--- src/rtl/alu_sequencer.sv ---
`default_nettype none
// ============================================================================
//  Module      : alu_sequencer
//  Description : Instruction-issuing front end for the 8-bit alu. Accepts one
//                32-bit instruction over valid/ready, reads operands from an
//                internal 8x8 register file, drives the alu operand/operation
//                ports for ALU_LATENCY cycles, then writes alu_result back to
//                the destination register.
//  Config      : define ALU_SEQ_SUB_EN to make opcode 0x03 (SUB) legal; when
//                undefined SUB is illegal and the negation logic is absent.
//  Revision    : 1.0 - initial release
// ============================================================================
module alu_sequencer #(
    parameter int ALU_LATENCY = 2          // legal range 1..15
) (
    input  logic        clk,
    input  logic        reset,
    input  logic        instr_valid,
    output logic        instr_ready,
    input  logic [31:0] instr,
    output logic [7:0]  alu_data1,
    output logic [7:0]  alu_data2,
    output logic [2:0]  alu_op,
    input  logic [7:0]  alu_result,
    output logic        done,
    output logic        err,
    input  logic [2:0]  dbg_addr,
    output logic [7:0]  dbg_data
);

    // ------------------------------------------------------------------------
    // Constants
    // ------------------------------------------------------------------------
    localparam logic [0:0] c_ST_IDLE   = 1'b0;
    localparam logic [0:0] c_ST_EXEC   = 1'b1;

    localparam logic [3:0] c_LAT       = 4'(ALU_LATENCY);

    localparam logic [7:0] c_OPC_LOADI = 8'h00;
    localparam logic [7:0] c_OPC_MOV   = 8'h01;
    localparam logic [7:0] c_OPC_ADD   = 8'h02;
`ifdef ALU_SEQ_SUB_EN
    localparam logic [7:0] c_OPC_SUB   = 8'h03;
`endif
    localparam logic [7:0] c_OPC_AND   = 8'h04;
    localparam logic [7:0] c_OPC_OR    = 8'h05;

    localparam logic [2:0] c_ALU_PASS  = 3'd0;
    localparam logic [2:0] c_ALU_ADD   = 3'd1;
    localparam logic [2:0] c_ALU_AND   = 3'd2;
    localparam logic [2:0] c_ALU_OR    = 3'd3;

    // ------------------------------------------------------------------------
    // State and datapath registers
    // ------------------------------------------------------------------------
    logic [0:0] r_state;
    logic [0:0] w_state_nxt;
    logic [3:0] r_cnt;
    logic [2:0] r_dest;
    logic [7:0] r_data1;
    logic [7:0] r_data2;
    logic [2:0] r_op;
    logic       r_done;
    logic       r_err;
    logic [7:0] r_regs [8];

    // ------------------------------------------------------------------------
    // Instruction fields; register indices use only the low three bits
    // ------------------------------------------------------------------------
    logic [7:0] w_opcode;
    logic [2:0] w_dest;
    logic [2:0] w_src1;
    logic [2:0] w_src2;
    logic [7:0] w_imm;
    logic       w_unused_fields;

    assign w_opcode        = instr[31:24];
    assign w_dest          = instr[18:16];
    assign w_src1          = instr[10:8];
    assign w_src2          = instr[7:0] == 8'h00 ? 3'd0 : instr[2:0];
    assign w_imm           = instr[7:0];
    // Upper index bits are deliberately ignored
    assign w_unused_fields = ^{instr[23:19], instr[15:11]};

    // Operand values read from the current register file contents
    logic [7:0] w_rs1;
    logic [7:0] w_rs2;

    assign w_rs1 = r_regs[w_src1];
    assign w_rs2 = r_regs[w_src2];

`ifdef ALU_SEQ_SUB_EN
    // Two's-complement negation so SUB reuses the alu adder
    logic [7:0] w_rs2_neg;
    assign w_rs2_neg = (~w_rs2) + 8'd1;
`endif

    // ------------------------------------------------------------------------
    // Handshake and writeback qualifiers
    // ------------------------------------------------------------------------
    logic       w_accept;
    logic       w_wb;

    assign w_accept = instr_valid && instr_ready;
    assign w_wb     = (r_state == c_ST_EXEC) && (r_cnt == 4'd1);

    // ------------------------------------------------------------------------
    // Decode: legality and the alu port values an accepted opcode would drive
    // ------------------------------------------------------------------------
    logic       w_legal;
    logic [7:0] w_d1;
    logic [7:0] w_d2;
    logic [2:0] w_op;

    // Combinational opcode decode into alu operands and operation
    always_comb begin
        w_legal = 1'b0;
        w_d1    = 8'h00;
        w_d2    = 8'h00;
        w_op    = c_ALU_PASS;
        case (w_opcode)
            c_OPC_LOADI: begin
                w_legal = 1'b1;
                w_d2    = w_imm;
            end
            c_OPC_MOV: begin
                w_legal = 1'b1;
                w_d2    = w_rs2;
            end
            c_OPC_ADD: begin
                w_legal = 1'b1;
                w_d1    = w_rs1;
                w_d2    = w_rs2;
                w_op    = c_ALU_ADD;
            end
`ifdef ALU_SEQ_SUB_EN
            c_OPC_SUB: begin
                w_legal = 1'b1;
                w_d1    = w_rs1;
                w_d2    = w_rs2_neg;
                w_op    = c_ALU_ADD;
            end
`endif
            c_OPC_AND: begin
                w_legal = 1'b1;
                w_d1    = w_rs1;
                w_d2    = w_rs2;
                w_op    = c_ALU_AND;
            end
            c_OPC_OR: begin
                w_legal = 1'b1;
                w_d1    = w_rs1;
                w_d2    = w_rs2;
                w_op    = c_ALU_OR;
            end
            default: begin
                w_legal = 1'b0;
            end
        endcase
    end

    // ------------------------------------------------------------------------
    // FSM
    // ------------------------------------------------------------------------
    // State register
    always_ff @(posedge clk) begin
        if (reset) begin
            r_state <= c_ST_IDLE;
        end else begin
            r_state <= w_state_nxt;
        end
    end

    // Next-state logic: legal accept enters EXEC, last latency cycle returns
    always_comb begin
        w_state_nxt = r_state;
        case (r_state)
            c_ST_IDLE: begin
                if (w_accept && w_legal) begin
                    w_state_nxt = c_ST_EXEC;
                end
            end
            c_ST_EXEC: begin
                if (r_cnt == 4'd1) begin
                    w_state_nxt = c_ST_IDLE;
                end
            end
            default: begin
                w_state_nxt = c_ST_IDLE;
            end
        endcase
    end

    // Output logic: ready only in IDLE and never while reset is asserted
    always_comb begin
        instr_ready = (r_state == c_ST_IDLE) && !reset;
    end

    // ------------------------------------------------------------------------
    // Datapath
    // ------------------------------------------------------------------------
    // Latch alu ports and destination on a legal accept, run latency counter
    always_ff @(posedge clk) begin
        if (reset) begin
            r_cnt   <= 4'd0;
            r_dest  <= 3'd0;
            r_data1 <= 8'h00;
            r_data2 <= 8'h00;
            r_op    <= c_ALU_PASS;
        end else if (w_accept && w_legal) begin
            r_cnt   <= c_LAT;
            r_dest  <= w_dest;
            r_data1 <= w_d1;
            r_data2 <= w_d2;
            r_op    <= w_op;
        end else if (r_state == c_ST_EXEC) begin
            r_cnt   <= r_cnt - 4'd1;
        end
    end

    // Register file: cleared by reset, written with alu_result at writeback
    always_ff @(posedge clk) begin
        if (reset) begin
            for (int i = 0; i < 8; i++) begin
                r_regs[i] <= 8'h00;
            end
        end else if (w_wb) begin
            r_regs[r_dest] <= alu_result;
        end
    end

    // One-cycle status pulses for writeback completion and illegal opcodes
    always_ff @(posedge clk) begin
        if (reset) begin
            r_done <= 1'b0;
            r_err  <= 1'b0;
        end else begin
            r_done <= w_wb;
            r_err  <= w_accept && !w_legal;
        end
    end

    // ------------------------------------------------------------------------
    // Outputs
    // ------------------------------------------------------------------------
    assign alu_data1 = r_data1;
    assign alu_data2 = r_data2;
    assign alu_op    = r_op;
    assign done      = r_done;
    assign err       = r_err;
    assign dbg_data  = r_regs[dbg_addr];

endmodule
`default_nettype wire

--- config.mk ---
export PLATFORM = sky130hd
export DESIGN_NAME = alu_sequencer
export DESIGN_NICKNAME = d
export VERILOG_FILES = /design/src/rtl/alu_sequencer.sv
export SDC_FILE = /design/constraint.sdc
export NUM_CORES = 1
export LEC_CHECK = 0
export CORE_UTILIZATION = 49
export DETAILED_ROUTE_END_ITERATION = 10
export PLACE_DENSITY_LB_ADDON = 0.3
export SETUP_SLACK_MARGIN = 0.02
export SYNTH_ARGS = -nofsm -noshare
export SYNTH_HDL_FRONTEND = slang
export SYNTH_SLANG_ARGS = --single-unit
--- constraint.sdc ---
create_clock -name clk -period 2.2 [get_ports clk]
set_clock_uncertainty 0.05 [all_clocks]
set_input_delay 0.22 -clock clk [delete_from_list [all_inputs] [get_ports clk]]
set_output_delay 0.22 -clock clk [all_outputs]
set_load 0.05 [all_outputs]
======== Yosys cells after proc, flatten, opt, wreduce, memory -nomap -nowiden ========
Memory sizes are Yosys's and may differ from the RTL's.
Cells that the tools add are included.
cells by class
  $add $sub $neg .......................... 1
  equal/unequal tests ..................... 5
  mux-type cells .......................... 18
  bitwise gates (word level) .............. 1
  reductions and logical operators ........ 15
operators with widths
  operator             count
  $eq 8x3->1 const B   2
  $logic_not 8->1      2
  $mux 8               2
  $pmux 8 s2           1
  $mux 1               9
  $eq 8x1->1 const B   1
  $eq 8x2->1 const B   1
  $reduce_or 8->1      1
  $mux 3               2
  $pmux 2 s3           1
  $logic_and 1x1->1    5
  $reduce_or 5->1      1
  $eq 4x1->1 const B   1
  $mux 2               2
  $reduce_or 4->1      1
  $sub 4x1->4 const B  1
  $reduce_or 3->1      1
  $logic_not 1->1      2
  $pmux 1 s2           1
  $reduce_bool 2->1    1
  $reduce_or 2->1      1
  $not 1->1            1
storage, ports and cells
  register bits ........................... 29
  bits in writable memories ............... 64
  input port bits ......................... 46
  output and inout bits ................... 30
  word-level logic and storage cells ...... 50
  memories ................................ 1
memories
  name    words  width  rd ports  clocked after Yosys merged registers in  write ports  RTL line  text
  r_regs  8      8      3         0                                        8            65        logic [7:0] r_regs [8];

======== Logic depth before layout (Yosys ltp) ========
Gate-level depths: netlist of run 1.
  depth after elaboration ................. 7
  depth in mapped cells ................... 6

======== Worst setup path before layout of run 1 ========
OpenSTA, ideal clock, no wires.
  kind .................................... reg-to-reg
  start ................................... reg r_cnt[0]
  end ..................................... mem r_regs[0][0] (enable)
  library setup time ...................... 310 ps
  arrival ................................. 1,761 ps
  slack ................................... 79 ps
  stages on the path, launching flop included .. 6
  buffers on the path ..................... 0
  cells stage by stage .................... dfxtp_1 > ha_1 > nand2b_1 > or4_1 > nor3_1 > or2_2
RTL lines
  element                   RTL line  text
  start: declaration        58        logic [3:0] r_cnt;
  start signal: assignment  211       r_cnt <= c_LAT;
  start signal: assignment  217       r_cnt <= r_cnt - 4'd1;
  end: declaration          65

==> results of run 1 <==
## worst min-delay path, cell delays in order
cell	delay, ps
clkdlybuf4s50_1	400
nand2_1	60
a21oi_1	50
## per-layer routing
layer  vias to the layer above  part of all wire [%]  global-route usage (%)
li1                       1692                     -                       -
met1                      1841                    42                    33.9
met2                       181                    49                    43.3
met3                        26                   7.1                    4.32
met4                         0                   2.5                    12.0
met5                         -                     0                       0
## timing repair
| action | CTS | global route |
|---|---|---|
| gates cloned | 1 | 0 |
| setup endpoints to repair | 13 | 63 |
| gates resized for setup | 3 | 3 |
## cell type report
class	instances	area (sq um)	share of cell area, %
clock buffer	10	149	2.36
inverter	4	15.0	0.238
multi-input combinational	275	2500	39.6
tap	133	166	2.63
sequential	92	2480	39.3
clock inverter	6	46.3	0.733
timing repair buffer	99	953	15.1
## path summary, 6_finish.rpt
path / slack [ps] / to / depth (start not counted)
max: 50 / r_regs[0][5] / 5
min: 360 / r_dest[1] / 3
min reg2reg: 430 / alu_data1[1] / 1
max reg2reg: 50 / r_regs[0][5] / 5
## Yosys cell counts, types with 5 or more instances
| master | count |
|---|---|
| a22oi_1 | 20 |
| a32oi_1 | 7 |
| and2_1 | 65 |
| buf_2 | 7 |
| clkbuf_1 | 10 |
| dfxtp_1 | 28 |
| edfxtp_1 | 64 |
| mux2_2 | 12 |
| mux2i_1 | 36 |
| mux4_2 | 32 |
| nand2_1 | 10 |
| nand2b_1 | 6 |
| nor2_1 | 20 |
| nor3_1 | 6 |
| o21ai_0 | 6 |
| o2bb2ai_1 | 5 |
| or2_2 | 8 |
## power by group
group | internal [mW] | switching [mW]
logic | 0.265 | 0.289
clock network | 0.486 | 0.633
registers | 1.89 | 0.0364
total | 2.64 | 0.959
## through the flow
step	setup TNS [ps]	hold slack, ps	instance area [sq um]
finish	0	362	6320
global route	-219	374	6320
CTS	0	361	6310
detailed placement	-491	399	6080
global placement	-82.2	399	6080
floorplan	0	279	5100
## sequential cells by signal, summed over array words and instances (netlist names)
| register | count |
|---|---|
| alu_op | 2 |
| alu_data1 | 8 |
| r_cnt | 4 |
| err | 1 |
| alu_data2 | 8 |
| r_dest | 3 |
| r_regs | 64 |
| r_state | 1 |
| done | 1 |
## cell families after synthesis
group / count (synthesis)
muxes: 80
AOI/OAI and AO/OA: 53
and+or+nand+nor: 136
other: 1
DFF: 92
xor gates and xnor gates: 3
adders and majority gates: 2
buffers and inverters: 28
==> metrics.txt, run 1 <==
Synth Area in Compound Gates=under 10%; post-synth cell types=45; post-synthesis xor/xnor area fraction=less than 1%; Lkg Pwr=~2.3 nW; Ports=76; num rows=36; most common cell after layout, fill and taps aside=and2_1; shortest period the worst path allows=about 2100 ps; Worst EP required=roughly 2200 ps; Clk Latency, worst-skew pair=360 ps; fillcell total=about 760; reg2reg start=r_cnt[0]; Post-synth ARST share=0%; CTS tree=yes; sequential area share after synthesis=48.6%; Antenna Cells=0; All-Layer GR Usage=a little over a quarter; Largest stage delay, worst path=580 ps; crit path buf inv count=0; layout cells sized above 1=25.3%; Pre-Repair DR Iteration Count=5; final period utilization=slightly below 100%; DRC viols=0; Initial Util=approximately 51%; PD cells=approximately 570 mW/mm^2; Post-CTS Setup Bufs=0; post-layout power=roughly 3.6 mW; HP Class=in -> reg; CTS buffer count=9; Post-synth top flop=edfxtp_1; critical path endpoint category=register; initial antenna violation count=0; delay-heaviest family, CP=simple AND/OR/NAND/NOR gates; Synth Area in Simple Gates=around 16%; dominant cells by area after synthesis=edfxtp_1 (38%), mux4_2 (14%), dfxtp_1 (11%), and2_1 (8.0%), mux2i_1 (7.1%); largest net degree at the start of global routing=29; setup ws final=around 55 ps; Final Non-Filler Cells=around 620; remaining antenna violation count after routing=0; Syn Nets=~440; Critical Path Start Type=register; final core occ=about 63%; Die Span Y=between 100 and 150 um; vias in the first global route=a little under 4,000; Achievable Freq=roughly 0.47 GHz; Yosys top cell by area=edfxtp_1; unrepaired setup endpoints after global routing=yes; Setup crit start=r_cnt[0]; total die area=about 0.011 sq mm; # setup viols final=0; Post-Syn Area per Cell=approximately 13 sq um; Worst-path clk slew=roughly 100 ps; slowest CP cell=or4_1; vias=between 3,000 and 4,000; pre-CTS setup slack=-27.6 ps; drt initial violations=about 300; Pins Over Slew Limit=0; Port Buffers=64; first-pass GRT wire length=approximately 21 mm; final WL=13.5 mm; hold path start=instr[17]; H-tree levels=3; core area=approximately 0.010 sq mm; largest family of logic cells by synthesized area=multiplexers; Mapped Cells=slightly below 400; hold_buf cts=0; Clock Tree Root=clkbuf_8; final net count=about 530; DIE WIDTH=104 um; Overflow after GRT=0; top cell type's share of synthesized area=between 30% and 40%; commonest non-fill, non-tap cells in the layout=and2_1 (65), edfxtp_1 (64), clkdlybuf4s50_1 (53), buf_4 (38), mux2i_1 (36); crit path kind=reg -> reg; Num Clock Sinks=92; run status=finished clean; Synth warnings=0; flops & latches, synth=92; DR vias/cell=6.04; hpwl dp=roughly 9.4 mm; EDFF count, synth=64; peak supply drop=roughly 440 uV; Area Overhead vs Synth=23.7%; slew at the pin with the worst max-slew slack=about 520 ps; Post-Synth Adder-Cell Area=less than 1%; CP cell instances=ha_1 -> nand2b_1 -> or4_1 -> nor3_1 -> or2_4; Slew headroom=about two thirds; maxcap violations=0; Hold Vio Cnt, Final=0; mux cell area share after synthesis=a little under a quarter; Max clock buf depth=2; Placed Instances=~600; Synth Cell Area=about 0.0051 sq mm; maximum fanout along the worst path=8; GP Congestion=approximately 0.94; wire per inst=21.7 um; WP data arrival=2160 ps
No activity file was read; power rests on OpenSTA's default activity.
==> run 2, diff against run 1 <==
--- a/config.mk
+++ b/config.mk
@@ -6,9 +6,10 @@
 export NUM_CORES = 1
 export LEC_CHECK = 0
 export CORE_UTILIZATION = 49
+export CTS_CLUSTER_SIZE = 12
 export DETAILED_ROUTE_END_ITERATION = 10
 export PLACE_DENSITY_LB_ADDON = 0.3
-export SETUP_SLACK_MARGIN = 0.02
+export SETUP_SLACK_MARGIN = 0.4
 export SYNTH_ARGS = -nofsm -noshare
 export SYNTH_HDL_FRONTEND = slang
 export SYNTH_SLANG_ARGS = --single-unit
==> run 2 against run 1 <==
Effect of this change:
- global-route usage rose by 3.0 points
- routed wire length is 19% higher
- register-to-register slack improved by 120 ps
- cell count rose by 13%
- setup slack better by 120 ps
- first-iteration DRC count is 13% higher
==> metrics.txt, run 2 (synthesis results as in run 1) <==
Initial Util=51.3% (unchanged); Die Span Y=104 um (unchanged); hold path start=instr[16]; register with the most flip-flops=r_regs; core area=0.00995 sq mm (unchanged); Area Overhead vs Synth=41.2%; hpwl dp=9.44 mm (+0.39%); hold_buf cts=0 (unchanged); most common cell after layout, fill and taps aside=buf_4; reg2reg path depth=7 (+2); Setup crit end=dbg_data[6]; DRC viols=0 (unchanged); area occupied by multi-input gates=0.00270 sq mm (+7.8%); PD cells=511 mW/mm^2 (-10%); DIE WIDTH=104 um (unchanged); Worst EP required=1930 ps (-280 ps); Reg area=0.00249 sq mm (+0.25%); first-pass GRT wire length=23.4 mm (+11%); Overflow after GRT=0 (unchanged); Slew headroom=63.4% (-2.0 points); setup_tns=0 ps (unchanged); Ports=76 (unchanged); Worst-path clk slew=90 ps (about the same); HP Class=in -> reg; CTS tree=yes; Pre-Repair DR Iteration Count=5 (unchanged); CTS buffer count=9 (unchanged); Placed Instances=601 (-0.17%); terminus of the critical flop-to-flop path=r_regs[3][1]; maxcap violations=0 (unchanged); DR vias/cell=6.08 (+0.71%); slew at the pin with the worst max-slew slack=549 ps (+32.1 ps); run status=finished clean; peak supply drop=339 uV (-23%); Setup crit start=r_regs[3][6]; Achievable Freq=0.495 GHz (+6.2%); vias=4,241 (+13%); Clk Latency, worst-skew pair=370 ps (about the same); final net count=607 (+15%); Clock Tree Root=clkbuf_8; shortest period the worst path allows=2020 ps (-124 ps); largest net degree at the start of global routing=30 (+3.4%); Final Non-Filler Cells=697 (+13%); final WL=16.0 mm (+19%); H-tree levels=3 (unchanged); total die area=0.0108 sq mm (unchanged); Antenna Cells=0 (unchanged); num rows=36 (unchanged); Hold Vio Cnt, Final=0 (unchanged); Port Buffers=64 (unchanged); Critical Path Start Type=register; drt initial violations=337 (+13%); Num Clock Sinks=92 (unchanged); # setup viols final=0 (unchanged); reg2reg start=r_cnt[1]; maximum fanout along the worst path=2 (-6); unrepaired setup endpoints after global routing=yes; final period utilization=91.9% (-5.7 points); final core occ=72.4% (+9.0 points); initial antenna violation count=0 (unchanged); Lkg Pwr=2.96 nW (+27%); Max clock buf depth=2 (unchanged); max reg flops=64 (unchanged); Worst R2R Setup Slack=180 ps (+120 ps); layout cells sized above 1=41.7% (+16 points); commonest non-fill, non-tap cells in the layout=buf_4 (95), edfxtp_1 (64), and2_1 (52), mux2i_1 (36), mux4_2 (32); wire per inst=22.9 um (+5.3%); All-Layer GR Usage=29.2% (+3.0 points); GP Congestion=0.904 (-3.3%); remaining antenna violation count after routing=0 (unchanged); Pins Over Slew Limit=0 (unchanged); fillcell total=655 (-13%); critical path endpoint category=output pin; vias in the first global route=4,223 (+9.1%); WP data arrival=1750 ps (-410 ps); crit path kind=reg -> out
run 2: cell types whose count changed in the layout (fill, tap and decap cells not counted), moves of 6 or more:
cell,before,now
mux2_2,12,4
nor2_4,0,6
mux2_4,0,8
and2_4,0,13
buf_4,38,95
and2_1,65,52
nor2_1,20,13
dlymetal6s2s_1,0,6
buf_6,1,13
dlygate4sd2_1,1,16
clkdlybuf4s50_1,53,31
run 2: per-layer routing:
layer | global-route usage, % | vias to the layer above | share of wire [%]
met1 | 37.1 | 2083 | 38
met3 | 3.88 | 50 | 8.3
met4 | 15.6 | 0 | 3.8
met2 | 48.7 | 265 | 50
li1 | - | 1843 | -
met5 | 0 | - | 0
run 2: through the flow:
| step | total power [mW] | worst slack (ps) | instance area (sq um) | hold WS (ps) |
|---|---|---|---|---|
| floorplan | 2.30 | 370 | 5220 | 279 |
| global placement | 2.51 | -6.96 | 6200 | 398 |
| detailed placement | 2.52 | -37.7 | 6200 | 401 |
| CTS | 3.63 | 194 | 6880 | 332 |
| global route | 3.76 | 125 | 7210 | 343 |
| finish | 3.68 | 179 | 7210 | 345 |
run 2: final cells by class:
type | instances | area share, %
sequential | 92 | 34.5
multi-input combinational | 275 | 37.4
clock buffer | 11 | 1.96
tap | 133 | 2.31
clock inverter | 5 | 0.486
timing repair buffer | 177 | 23.1
inverter | 4 | 0.208
run 2: worst min-delay path by stage:
| stage | end | slack (ps) | cells after the start |
|---|---|---|---|
| after CTS | r_dest[1] | 330 | 3 |
| after detailed placement | alu_data1[2] | 400 | 1 |
| after global placement | alu_op[0] | 400 | 1 |
| final | r_dest[0] | 350 | 3 |
| after floorplan | r_dest[2] | 280 | 2 |
| after global routing | r_dest[0] | 340 | 3 |
run 2: power breakdown:
group / total (mW) / switching [mW] / leakage, nW / internal, mW
Sequential: 1.92 / 0.0293 / 0.888 / 1.89
Clock: 1.09 / 0.643 / 0.0863 / 0.445
Combinational: 0.679 / 0.336 / 1.98 / 0.342
Total: 3.68 / 1.01 / 2.96 / 2.67
run 2: critical path: stages, from the launching register on:
cell and delay, ps:
edfxtp_1 430, mux4_2 500, mux2_4 300, buf_6 150
run 2: repair_timing:
| action | CTS | global route |
|---|---|---|
| endpoints found under the setup margin | 142 | 160 |
| buffers inserted | 52 | 26 |
| gates cloned | 1 | 1 |
| resized for setup | 45 | 29 |
| pin swaps | 14 | 20 |
==> run 3, diff against run 2 <==
--- a/config.mk
+++ b/config.mk
@@ -9,6 +9,7 @@
 export CTS_CLUSTER_SIZE = 12
 export DETAILED_ROUTE_END_ITERATION = 10
 export PLACE_DENSITY_LB_ADDON = 0.3
+export REMOVE_ABC_BUFFERS = 1
 export SETUP_SLACK_MARGIN = 0.4
 export SYNTH_ARGS = -nofsm -noshare
 export SYNTH_HDL_FRONTEND = slang
==> run 3 against run 2 <==
Effect of this change:
- non-clock buffer count is 17 lower
- clock power is 6% higher
- global-route usage is 2.8 points lower
- worst hold slack worse by 15 ps
- register-to-register slack better by 60 ps
- fmax is 3.1% lower
- cell count is 2.4% lower
- via count is 3.2% lower
==> metrics.txt, run 3 (synthesis results as in run 1) <==
commonest non-fill, non-tap cells in the layout=buf_4 (70), edfxtp_1 (64), and2_1 (45), mux2i_1 (36); crit path kind=reg -> out; met1 usage=33.3% (-3.8 points); Slew headroom=63.9% (+0.54 points); Pre-Repair DR Iteration Count=5 (unchanged); Reg power frac=52.0% (about the same); Post-DP Area=0.00608 sq mm (-2.0%); Worst EP required=1930 ps (about the same); maximum fanout along the worst path=2 (unchanged); final period utilization=94.8% (+3.0 points); largest net degree at the start of global routing=34 (+13%); remaining antenna violation count after routing=0 (unchanged); HP Class=in -> reg; cell area after layout=0.00710 sq mm (-1.5%); Final Non-Filler Cells=680 (-2.4%); drt initial violations=329 (-2.4%); register with the most flip-flops=r_regs; DRC viols=0 (unchanged); power share of the clock group=30.9% (+1.3 points); unrepaired setup endpoints after global routing=yes; GP Congestion=0.846 (-6.4%); DR vias/cell=6.04 (-0.74%); Port Buffers=64 (unchanged); met3 usage=5.14% (+1.3 points); Initial Util=51.3% (unchanged); Clk Latency, worst-skew pair=380 ps (about the same); final WL=14.8 mm (-7.0%); fillcell total=659 (+0.61%); CTS buffer count=9 (unchanged); most common cell after layout, fill and taps aside=buf_4; WP data arrival=1820 ps (+70 ps); Pins Over Slew Limit=0 (unchanged); first-pass GRT wire length=21.9 mm (-6.5%); hold path start=instr[16]; Clock Tree Root=clkbuf_8; PD cells=522 mW/mm^2 (+2.2%); peak supply drop=269 uV (-21%); Achievable Freq=0.479 GHz (-3.1%); hpwl dp=9.39 mm (-0.55%); run status=finished clean; Overflow after GRT=0 (unchanged); met2 Use GR=44.9% (-3.8 points); busiest grt layer=met2; Num Clock Sinks=92 (unchanged); initial antenna violation count=0 (unchanged); H-tree levels=3 (unchanged); maxcap violations=0 (unchanged); Worst-path clk slew=100 ps (about the same); Ports=76 (unchanged); Setup crit start=r_regs[3][4]; wire per inst=21.8 um (-4.7%); DIE WIDTH=104 um (unchanged); layout cells sized above 1=40.8% (-0.90 points); max reg flops=64 (unchanged); Max clock buf depth=2 (unchanged); Hold Vio Cnt, Final=0 (unchanged); slew at the pin with the worst max-slew slack=540 ps (-9.72 ps); total die area=0.0108 sq mm (unchanged); Antenna Cells=0 (unchanged); core area=0.00995 sq mm (unchanged); Net Sw Frac=26.2% (-1.2 points); Critical Path Start Type=register; reg2reg start=r_cnt[1]; Area Overhead vs Synth=39.1%; critical path endpoint category=output pin; Lkg Pwr=2.87 nW (-3.1%); Placed Instances=599 (-0.33%); shortest period the worst path allows=2090 ps (+65.3 ps); num rows=36 (unchanged); final net count=590 (-2.8%); All-Layer GR Usage=26.4% (-2.8 points); vias=4,107 (-3.2%); vias in the first global route=3,988 (-5.6%); combinational share of power=17.1% (-1.3 points); Internal Pwr Total=2.74 mW (+2.4%); CTS tree=yes; # setup viols final=0 (unchanged); setup_tns=0 ps (unchanged); Sw Pwr=970 uW (-3.8%); Die Span Y=104 um (unchanged)
-- run 3: changes by cell type in the layout (fill, tap and decap cells not counted), moves of 3 or more --
cell	before	now
and2_4	13	20
buf_4	95	70
mux2_4	8	5
buf_8	4	1
and2_1	52	45
a32oi_2	3	0
buf_6	13	25
mux2_2	4	7
a32oi_1	4	7
-- run 3: metal layers --
| metal | share of wire [%] | vias to the layer above |
|---|---|---|
| li1 | - | 1811 |
| met1 | 39 | 1997 |
| met2 | 50 | 246 |
| met3 | 7.3 | 53 |
| met4 | 3.6 | 0 |
| met5 | 0 | - |
-- run 3: worst paths after layout --
check                               endpoint  slack, ps  cells after the start
worst max-delay path             dbg_data[4]        110                      3
worst min-delay path               r_dest[0]        330                      3
worst max register to register  r_regs[1][0]        240                      6
worst min register to register  alu_data1[2]        420                      1
-- run 3: critical path, stage by stage, from the launching register on --
cell and delay, ps:
edfxtp_1 450, mux4_2 520, mux2_4 310, buf_6 160
-- run 3: through the flow --
| stage | power, mW | util [%] | setup slack [ps] | hold WS, ps |
|---|---|---|---|---|
| after floorplan | 2.23 | - | -44.0 | 235 |
| after global placement | 2.48 | 61.1 | -19.2 | 402 |
| after detailed placement | 2.49 | 61.1 | -120 | 407 |
| after CTS | 3.65 | 67.5 | 171 | 338 |
| after global routing | 3.82 | 71.3 | 116 | 359 |
| final | 3.71 | 71.3 | 114 | 331 |
-- run 3: power groups by stage --
stage / logic (mW) / clock network (mW) / registers, mW
final: 0.634 / 1.15 / 1.93
after global routing: 0.663 / 1.22 / 1.93
after CTS: 0.585 / 1.14 / 1.92
after detailed placement: 0.525 / 0 / 1.97
after global placement: 0.518 / 0 / 1.96
after floorplan: 0.276 / 0 / 1.95
-- run 3: layout make-up --
type | count | area [sq um] | share of cell area [%]
flip-flops and latches | 92 | 2490 | 35.0
well taps | 133 | 166 | 2.34
clock inverters | 6 | 63.8 | 0.899
clock buffers | 10 | 128 | 1.80
repair buffers | 160 | 1540 | 21.7
multi-input cells | 275 | 2700 | 38.0
inverters | 4 | 15.0 | 0.211
-- run 3: what timing repair did --
| item | in CTS | in global routing |
|---|---|---|
| hold buffers | 0 | 0 |
| gates cloned | 1 | 1 |
| resized for setup | 66 | 49 |
| buffers inserted | 36 | 27 |
| setup endpoints to repair | 157 | 142 |
| pin swaps | 17 | 20 |
==> variant (settings of run 2) <==
Add a define of `ALU_SEQ_SUB_EN`.
--- a/src/rtl/alu_sequencer.sv
+++ b/src/rtl/alu_sequencer.sv
@@ -10,6 +10,8 @@
 //                undefined SUB is illegal and the negation logic is absent.
 //  Revision    : 1.0 - initial release
 // ============================================================================
+`define ALU_SEQ_SUB_EN
+
 module alu_sequencer #(
     parameter int ALU_LATENCY = 2          // legal range 1..15
 ) (
Function: changed (Yosys sat finds a counterexample within 4 cycles, from zero or initial values and one cycle with reset high).
==> variant against run 2 <==
Cell area grew 3.8%; critical endpoint is now alu_data2[6]$_SDFFE_PP0P_; largest cell class unchanged; combinational power grew 14%; power grew 3.8%; critical path type is now reg -> reg; setup slack lost 0.035 ns; non-clock buffer count shrank 21; synthesized area grew 4.7%; wire length shrank 13%; sequential cell count is the same.
==> variant: results <==
export IMPL_vias=4069
export IMPL_drive_above_1_share=0.418
export IMPL_synthCells=414
export IMPL_grt_pass1_wl_mm=21.7
export IMPL_drtIter0Drc=200
export IMPL_yosys_top_cells_area="edfxtp_1, mux4_2, dfxtp_1"
export IMPL_pwr_share_clk=0.292
export IMPL_gp_congestion=0.906
export IMPL_grt_usage=0.258
export IMPL_pre_cts_slack_ns=-0.303
export IMPL_yosysUniqueCellTypes=57
export IMPL_dp_cells=650
export IMPL_num_fill_cells=704
export IMPL_sw_frac_of_total=0.282
export IMPL_fin_worst_hold_slack_ns=0.317
export IMPL_r2r_slack_ns=0.14
export IMPL_instances_no_fill=701
export IMPL_wirelength_mm=13.8
export IMPL_whs_endpoint="r_dest[1]$_SDFFE_PP0P_"
export IMPL_peakVddDrop_mv=0.368
export IMPL_clkTransAtPathRegs_ns=0.11
export IMPL_grt_use_met1=0.322
export IMPL_min_from="instr[17]"
export IMPL_dr_wl_met3_um=926
export IMPL_grt_max_degree=18
export IMPL_met2_length_mm=7.01
export IMPL_r2r_start="r_regs[6][0]$_SDFFCE_PN0P_"
export IMPL_ys_top_cells_by_count="and2_1, edfxtp_1, mux4_2, nand2_1, dfxtp_1"
export IMPL_wirelength_met1_mm=5.45
export IMPL_outcome="finished, final reports clean"
[variant: cell types whose count changed in the layout (fill, tap and decap cells not counted), moves of 13 or more]
cell and delta:
mux2i_1 -25, o21ai_1 +13, nand2_1 +17, a22oi_1 -20, buf_4 -31
[variant: final cells by class]
type | instances | area (um^2) | area share
diodes | 1 | 2.50 | 0.000334
clock buffers | 10 | 128 | 0.0171
clock inverters | 6 | 60.1 | 0.00802
inverters | 4 | 15.0 | 0.00201
multi-input cells | 296 | 3010 | 0.403
flip-flops and latches | 92 | 2490 | 0.333
well taps | 136 | 170 | 0.0227
repair buffers | 156 | 1600 | 0.214
[variant: kinds of logic after synthesis]
family | synth area share
flops | 0.464
compound gates | 0.0681
fa+ha+maj | 0.00702
xor+xnor | 0.00983
mux | 0.259
buf+inv | 0.0276
other cells | 0.000702
simple gates | 0.163
[variant: worst max path at each step]
stage                               startpoint                        end  slack [ns]
floorplan           r_regs[5][3]$_SDFFCE_PN0P_  alu_data2[6]$_SDFFE_PP0P_        0.35
global placement                      instr[1]  alu_data2[7]$_SDFFE_PP0P_       -0.24
detailed placement                    instr[1]  alu_data2[7]$_SDFFE_PP0P_       -0.30
CTS                 r_regs[7][0]$_SDFFCE_PN0P_                dbg_data[0]        0.14
global route        r_regs[7][0]$_SDFFCE_PN0P_  alu_data2[6]$_SDFFE_PP0P_        0.08
finish              r_regs[6][0]$_SDFFCE_PN0P_  alu_data2[6]$_SDFFE_PP0P_        0.14
[variant: critical path: stages, from the launching register on]
cell and delay (ns):
edfxtp_1 0.47, mux4_2 0.53, mux2i_4 0.25, ha_4 0.19, inv_2 0.04, nor4_2 0.25, o21ai_1 0.09, a21oi_1 0.12
